<file path="src/rtl/status_flag_unit_pkg.sv">
// -----------------------------------------------------------------------------
// status_flag_unit_pkg
// Purpose : Shared definitions for the NZCV status flags. The producer
//           (status_flag_unit) and the ID-stage condition checker both use
//           them.
// Contents: flag bit positions within the 4-bit status word {N,Z,C,V}, and
//           the status word typedef.
// -----------------------------------------------------------------------------
package status_flag_unit_pkg;

   localparam int N_IDX = 3;
   localparam int Z_IDX = 2;
   localparam int C_IDX = 1;
   localparam int V_IDX = 0;

   typedef logic [3:0] status_t;

endpackage : status_flag_unit_pkg

</file>
<file path="src/rtl/status_flag_unit_flag_gen.sv">
// -----------------------------------------------------------------------------
// status_flag_unit_flag_gen
// Purpose : Combinational NZCV generator for the EX-stage ALU result.
// Ports   : alu_result_i  ALU result (DATA_WIDTH bits)
//           arith_i       1 = arithmetic op, 0 = logical op
//           alu_c_i       ALU carry-out
//           alu_v_i       ALU overflow
//           shift_c_i     barrel-shifter carry-out
//           v_in_i        current V flag, kept for logical ops
//           flags_o       generated {N,Z,C,V}
// -----------------------------------------------------------------------------
module status_flag_unit_flag_gen
   import status_flag_unit_pkg::*;
#(
   parameter int DATA_WIDTH = 32
) (
   input  logic [DATA_WIDTH-1:0] alu_result_i,
   input  logic                  arith_i,
   input  logic                  alu_c_i,
   input  logic                  alu_v_i,
   input  logic                  shift_c_i,
   input  logic                  v_in_i,
   output status_t               flags_o
);

   always_comb begin
      flags_o        = '0;
      flags_o[N_IDX] = alu_result_i[DATA_WIDTH-1];
      // Zero detect spans the whole result width.
      flags_o[Z_IDX] = (alu_result_i == '0);
      // Logical ops take C from the shifter and leave V untouched.
      flags_o[C_IDX] = arith_i ? alu_c_i : shift_c_i;
      flags_o[V_IDX] = arith_i ? alu_v_i : v_in_i;
   end

endmodule : status_flag_unit_flag_gen

</file>
<file path="src/rtl/status_flag_unit.sv">
// -----------------------------------------------------------------------------
// status_flag_unit
// Purpose : Produces and holds the processor NZCV flags. The flags are
//           updated from EX-stage ALU results, by direct writes, or by a
//           restore from the single-entry saved-status slot. A forwarded view
//           lets ID see the flags the EX instruction is about to write.
// Ports   : clk, rst            clock, synchronous active-high reset
//           freeze              stall: holds all state this cycle
//           flush               cancels the EX flag update this cycle
//           s_upd, arith        EX flag update request and op class
//           alu_result, alu_c, alu_v, shift_c   EX flag sources
//           wr_en, wr_data      direct status write
//           save_en, restore_en saved-slot save / restore
//           status              registered {N,Z,C,V}
//           status_fwd          forwarded status (next value when FORWARD_EN)
//           saved_status        saved slot contents
//           saved_valid         saved slot holds data not yet restored
// -----------------------------------------------------------------------------
module status_flag_unit
   import status_flag_unit_pkg::*;
#(
   parameter int DATA_WIDTH = 32,
   parameter bit FORWARD_EN = 1'b1
) (
   input  logic                  clk,
   input  logic                  rst,
   input  logic                  freeze,
   input  logic                  flush,
   input  logic                  s_upd,
   input  logic                  arith,
   input  logic [DATA_WIDTH-1:0] alu_result,
   input  logic                  alu_c,
   input  logic                  alu_v,
   input  logic                  shift_c,
   input  logic                  wr_en,
   input  logic [3:0]            wr_data,
   input  logic                  save_en,
   input  logic                  restore_en,
   output logic [3:0]            status,
   output logic [3:0]            status_fwd,
   output logic [3:0]            saved_status,
   output logic                  saved_valid
);

   status_t status_q, status_d;
   status_t saved_q;
   logic    saved_vld_q;
   status_t gen_flags;
   logic    restore_hit;

   status_flag_unit_flag_gen #(
      .DATA_WIDTH (DATA_WIDTH)
   ) u_flag_gen (
      .alu_result_i (alu_result),
      .arith_i      (arith),
      .alu_c_i      (alu_c),
      .alu_v_i      (alu_v),
      .shift_c_i    (shift_c),
      .v_in_i       (status_q[V_IDX]),
      .flags_o      (gen_flags)
   );

   // A restore with an empty slot is silently ignored.
   assign restore_hit = restore_en & saved_vld_q;

   always_comb begin
      status_d = status_q;
      if (restore_hit) begin
         status_d = saved_q;
      end else if (wr_en) begin
         status_d = wr_data;
      end else if (s_upd && !flush) begin
         status_d = gen_flags;
      end
   end

   // Save captures the pre-update status. A simultaneous restore has already
   // read the old slot through status_d, so the slot can be overwritten.
   always_ff @(posedge clk) begin
      if (rst) begin
         status_q    <= '0;
         saved_q     <= '0;
         saved_vld_q <= 1'b0;
      end else if (!freeze) begin
         status_q <= status_d;
         if (save_en) begin
            saved_q     <= status_q;
            saved_vld_q <= 1'b1;
         end else if (restore_hit) begin
            saved_vld_q <= 1'b0;
         end
      end
   end

   assign status       = status_q;
   assign status_fwd   = (FORWARD_EN && !freeze) ? status_d : status_q;
   assign saved_status = saved_q;
   assign saved_valid  = saved_vld_q;

endmodule : status_flag_unit

</file>
<file path="config.mk">
export PLATFORM = sky130hd
export DESIGN_NAME = status_flag_unit
export DESIGN_NICKNAME = d
export VERILOG_FILES = /design/src/rtl/status_flag_unit_pkg.sv /design/src/rtl/status_flag_unit_flag_gen.sv /design/src/rtl/status_flag_unit.sv
export SDC_FILE = /design/constraint.sdc
export NUM_CORES = 1
export LEC_CHECK = 0
export ABC_AREA = 1
export CELL_PAD_IN_SITES_DETAIL_PLACEMENT = 1
export CELL_PAD_IN_SITES_GLOBAL_PLACEMENT = 2
export CORE_AREA = 3 3 80 74
export DETAILED_ROUTE_END_ITERATION = 6
export DIE_AREA = 0 0 83 77
export PLACE_DENSITY = 0.8
export SYNTH_ARGS = -nofsm -noshare
export SYNTH_HDL_FRONTEND = slang
export SYNTH_HIERARCHICAL = 1
export SYNTH_SLANG_ARGS = --single-unit
</file>
<file path="constraint.sdc">
create_clock -name clk -period 2.7 [get_ports clk]
set_input_delay 0.675 -clock clk [delete_from_list [all_inputs] [get_ports clk]]
set_output_delay 0.675 -clock clk [all_outputs]
set_load 0.05 [all_outputs]
</file>
; ---- Word-level counts from Yosys, hierarchy flattened
; Cells that the tools add are included.
[classes]
n_reduce_logical = 6
muxes = 8
n_bitwise = 2
shifts = 0
eq_ne = 0
mul = 0
addsub = 0
div = 0
magnitude_cmp = 0
[op_table]
columns = cell, count
row1 = 32-bit logical NOT, 1
row2 = 4-bit two-way mux, 4
row3 = 1-bit two-way mux, 4
row4 = 2-bit AND reduction, 2
row5 = 2-bit nonzero test, 1
row6 = 1-bit AND, 1
row7 = 1-bit logical AND, 1
row8 = 1-bit logical NOT, 1
row9 = 1-bit inverter, 1
[word_totals]
in_bits = 48
mem_count = 0
output_inout_bits = 13
reg_bits = 9
ram_bits = 0
romBits = 0
latchBits = 0

; ---- Longest topological paths before layout
[logic_depth]
depth_word = 6
mapped_depth = 11

; ---- Hierarchy
; Netlist, hierarchy kept.
[modules_own_cells]
columns = module, cells_each, seq_area_each_um2, instances, area_per_inst_um2
row1 = status_flag_unit, 89, 180.2, 1, 566.8
row2 = status_flag_unit_flag_gen, 34, 0.0, 1, 146.4

; ---- Least setup slack after synthesis
; OpenSTA, ideal clock, no wires.
[synth_timing]
kind = input -> output
startpoint = in alu_result[31]
endpoint = out status_fwd[2]
setup_slack_ns = 0.365
path_stages = 11
n_path_buf = 0
required_ns = 2.025
arrival_time_ns = 1.660
cell_sequence = nor2_1 nand2_1 nor2_1 nand2_1 nor2_1 inv_1 nand3_1 nand3_1 nand2_1 nand2_2 nand2_1
[synth_via]
elab_chain_cells = 5
[synth_lines]
columns = element, line_no
row1 = start: declaration, status_flag_unit.sv:31  ; input logic [DATA_WIDTH-1:0] alu_result,
row2 = 32-bit logical NOT, status_flag_unit_flag_gen.sv:30  ; flags_o[Z_IDX] = (alu_result_i == '0);
row3 = named net gen_flags[2], status_flag_unit.sv:48  ; status_t gen_flags;
row4 = 4-bit two-way mux, status_flag_unit.sv:72  ; end else if (s_upd && !flush) begin
row5 = 4-bit two-way mux, status_flag_unit.sv:70  ; end else if (wr_en) begin
row6 = 4-bit two-way mux, status_flag_unit.sv:68  ; if (restore_hit) begin
row7 = 4-bit two-way mux, --
row8 = end: declaration, status_flag_unit.sv:40  ; output logic [3:0] status_fwd,
; The timed path passes the listed nets, and every way through them passes these cells.

; ---- Worst setup path in the final report
[layout_timing]
startpoint = in alu_v
endpoint = out status_fwd[0]
[layout_via]
elab_chain_cells = 5
[layout_lines]
columns = element, line_no
row1 = start: declaration, status_flag_unit.sv:33  ; input logic alu_v,
row2 = 1-bit two-way mux, status_flag_unit_flag_gen.sv:33  ; flags_o[V_IDX] = arith_i ? alu_v_i : v_in_i;
row3 = named net gen_flags[0], status_flag_unit.sv:48
row4 = 4-bit two-way mux, status_flag_unit.sv:72
row5 = 4-bit two-way mux, status_flag_unit.sv:70
row6 = 4-bit two-way mux, status_flag_unit.sv:68
row7 = 4-bit two-way mux, --
; The timed path passes the listed nets, and every way through them passes these cells.

==> impl_summary.txt <==
----------------------------------------------------
[Hold path]
  Path category of the worst min-delay check ... reg2reg
  Number of cells traversed by the worst hold path ... 2

[Synthesis]
  Mapped Area ... just over 700 sq um
  Number of register bits inferred by synthesis ... 9
  Total nets after synthesis ... around 170
  Yosys warning total ... 6
  Share of the yosys chip area belonging to registers ... 0.253
  Mapped Cells ... roughly 120
  Per-instance average area after synthesis ... ~5.8 sq um
  Library cells used by synthesis ... 16

[STA]
  Worst-case hold slack ... 0.502 ns
  Hold violation count in the final report ... 0
  Final Critical Period ... roughly 2.6 ns
  Unrepaired setup endpoints after global routing ... no
  Worst setup skew after layout ... between 0.006 and 0.007 ns
  Final setup fails ... 0
  Max Slew Vio Count ... 0
  Slew at the pin closest to its max-slew limit ... 0.505 ns
  Period utilisation layout ... 0.959
  Max_slew headroom ... 0.662
  Achievable clock frequency ... about 0.39 GHz

[Clock tree]
  Number of clock sinks ... 9
  TritonCTS clock tree ... done
  Maximum level of the CTS H-tree ... 1
  Hold Buf Count CTS ... 0
  Max clock buf depth ... 2
  Clock insertion delay at the later pin of the skew report ... around 0.24 ns
  Post-CTS Setup Repair Bufs ... 0
  CTS root buffer ... sky130_fd_sc_hd__clkbuf_8
  Number of CTS-inserted buffers ... 3
  Clk pin slew, worst setup/hold paths ... roughly 0.04 ns

[Final layout]
  Fin nets ... ~240
  Top library cells by usage in the layout, fill and taps aside ... 32 x sky130_fd_sc_hd__nand2_1, 32 x sky130_fd_sc_hd__nor2_1, 32 x sky130_fd_sc_hd__dlymetal6s2s_1
  Area growth from synthesis to layout ... 120%
  Layout cells sized above 1 ... 0.191
  Number of filler instances in the final layout ... about 670
  Area taken by flip-flops and latches ... 180 sq um
  Number of antenna cells inserted ... 0
  Multi-input gate area ... approximately 460 sq um

[Setup path]
  Worst R2R Path Depth ... 7
  Kind of capture point of the worst setup path ... output pin
  Worst reg2reg setup slack ... 1.57 ns
  CP Buf/Inv Count ... 3
  Max Fanout on Critical Path ... 2
  Required time at the worst-slack endpoint ... 2.03 ns
  Class of the most critical setup path ... in2out
  Worst stage delay on the critical path ... roughly 0.4 ns
  Delay-heaviest family, CP ... buffers and inverters
  Launching element type of the critical path ... primary input
  Crit. path cell count ... 9
  Arrival time at the worst endpoint ... between 1.5 and 2 ns
  Standard cell with the maximum stage delay on the critical path ... sky130_fd_sc_hd__clkdlybuf4s50_1
  Critical Path, Cell by Cell ... clkdlybuf4s50_1, mux2_2, inv_1, nand3_1, nand3_1, nand2_1, nand2_2, nand2_1, buf_6

[Detailed routing]
  Average routed wire per standard cell ... approximately 11 um
  Via count ... ~960
  First-pass detailed-route iteration total ... 2
  Mean number of vias per cell ... 3.75
  DRC violation total after the first TritonRoute iteration ... 28
  Final routed wirelength across all metal layers ... roughly 2.9 mm
  Residual antenna-violating net count after detailed routing ... 0
  Detailed-route DRC error count ... 0

[Floorplan]
  Initial Utilization ... 0.137
  Height of the die ... about 77 um
  I/O pin count ... 61
  Width of the chip ... 83 um
  Overall die area ... roughly 0.0064 sq mm
  Cell Rows ... 25
  Std-Cell Core Area ... slightly above 0.005 sq mm

[Placement]
  Detailed placer's ending HPWL ... approximately 2.4 mm
  Quantity of I/O buffers inserted on ports ... 60
  Routability congestion estimate ... ~0.73

[GRT]
  Largest net degree at the start of global routing ... 11
  Global-route wire length before repair ... 4.35 mm
  Total overflow reported by the global router ... 0
  Via count of the first global-routing pass ... between 900 and 1000
  GRT Overall Usage ... 0.0825
  Antenna violations before repair ... 0

[Pwr]
  Leakage power total ... slightly above 0.0009 uW
  VDD IR max ... roughly 0.00019 V
  Pwr per Cell Area ... around 340 mW/mm^2
  Total Power Consumption ... 541 uW

[Status]
  Run status ... finished, final reports clean

[Flow run]
  Number of violations of the max-capacitance limit ... 0

----------------------------------------------------
timing repair:
action / 4_1_cts / 5_1_grt
endpoints found under the setup margin: 3 / 1
gates resized for setup: 4 / 36
pin swaps: 3 / 32
through the flow:
step | setup WS, ns | area [sq um] | std cells | utilization | TNS, ns
3_3_place_gp | -0.100 | 1420 | 251 | 0.273 | -0.266
5_1_grt | 0.0109 | 1570 | 255 | 0.302 | 0
6_report | 0.110 | 1570 | 255 | 0.302 | 0
3_5_place_dp | -0.0973 | 1420 | 251 | 0.273 | -0.279
2_1_floorplan | 0.365 | 713 | 123 | - | 0
4_1_cts | -0.0613 | 1470 | 255 | 0.284 | -0.0613
layout make-up:
| class | count | area share |
|---|---|---|
| inverters | 17 | 0.0407 |
| repair buffers | 64 | 0.467 |
| clock buffers | 4 | 0.0287 |
| flip-flops and latches | 9 | 0.115 |
| multi-input cells | 94 | 0.296 |
| well taps | 67 | 0.0534 |
state kept, by name, indices dropped and copies added, names as in the netlist:
name and cells:
saved_status 4, status 4, saved_valid 1
where the power goes:
part	total (uW)	switching, uW	internal (uW)
Combinational	230	118	112
Clock	162	58.6	103
Sequential	149	6.99	142
per-layer routing:
metal / wire length, um / share of wire / global-route usage
met1: 1230 / 0.42 / 0.0936
met2: 1570 / 0.54 / 0.151
met3: 119 / 0.041 / 0.0269
met4: 10 / 0.0034 / 0.0147
met5: 0 / 0 / 0
cell usage after synthesis:
cell / count / area, sq um
sky130_fd_sc_hd__a211oi_1: 4 / 30.0
sky130_fd_sc_hd__a21oi_1: 1 / 5.00
sky130_fd_sc_hd__a21oi_2: 4 / 35.0
sky130_fd_sc_hd__buf_4: 1 / 7.51
sky130_fd_sc_hd__buf_6: 1 / 11.3
sky130_fd_sc_hd__clkbuf_1: 1 / 3.75
sky130_fd_sc_hd__dfxtp_1: 9 / 180
sky130_fd_sc_hd__inv_1: 10 / 37.5
sky130_fd_sc_hd__inv_2: 7 / 26.3
sky130_fd_sc_hd__mux2_2: 2 / 22.5
sky130_fd_sc_hd__nand2_1: 34 / 128
sky130_fd_sc_hd__nand2_2: 6 / 37.5
sky130_fd_sc_hd__nand3_1: 8 / 40.0
sky130_fd_sc_hd__nor2_1: 33 / 124
sky130_fd_sc_hd__nor2_8: 1 / 20.0
sky130_fd_sc_hd__o21ai_0: 1 / 5.00
tightest hold or removal path, cell delays in order (launching register included):
cell and delay (ns):
sky130_fd_sc_hd__dfxtp_1 0.32, sky130_fd_sc_hd__o21ai_0 0.07, sky130_fd_sc_hd__a21oi_1 0.06
final timing paths:
| path | start | end |
|---|---|---|
| setup / recovery | alu_v | status_fwd[0] |
| setup reg to reg | status[0] | status[0] |
| hold / removal | saved_valid | saved_valid |
| hold reg to reg | saved_valid | saved_valid |
logic make-up after synthesis:
| family | Yosys count | synth area share |
|---|---|---|
| buf+inv | 20 | 0.121 |
| simple gates | 82 | 0.489 |
| flops | 9 | 0.253 |
| compound gates | 10 | 0.105 |
| mux | 2 | 0.0316 |
No activity file was read; power rests on OpenSTA's default activity.
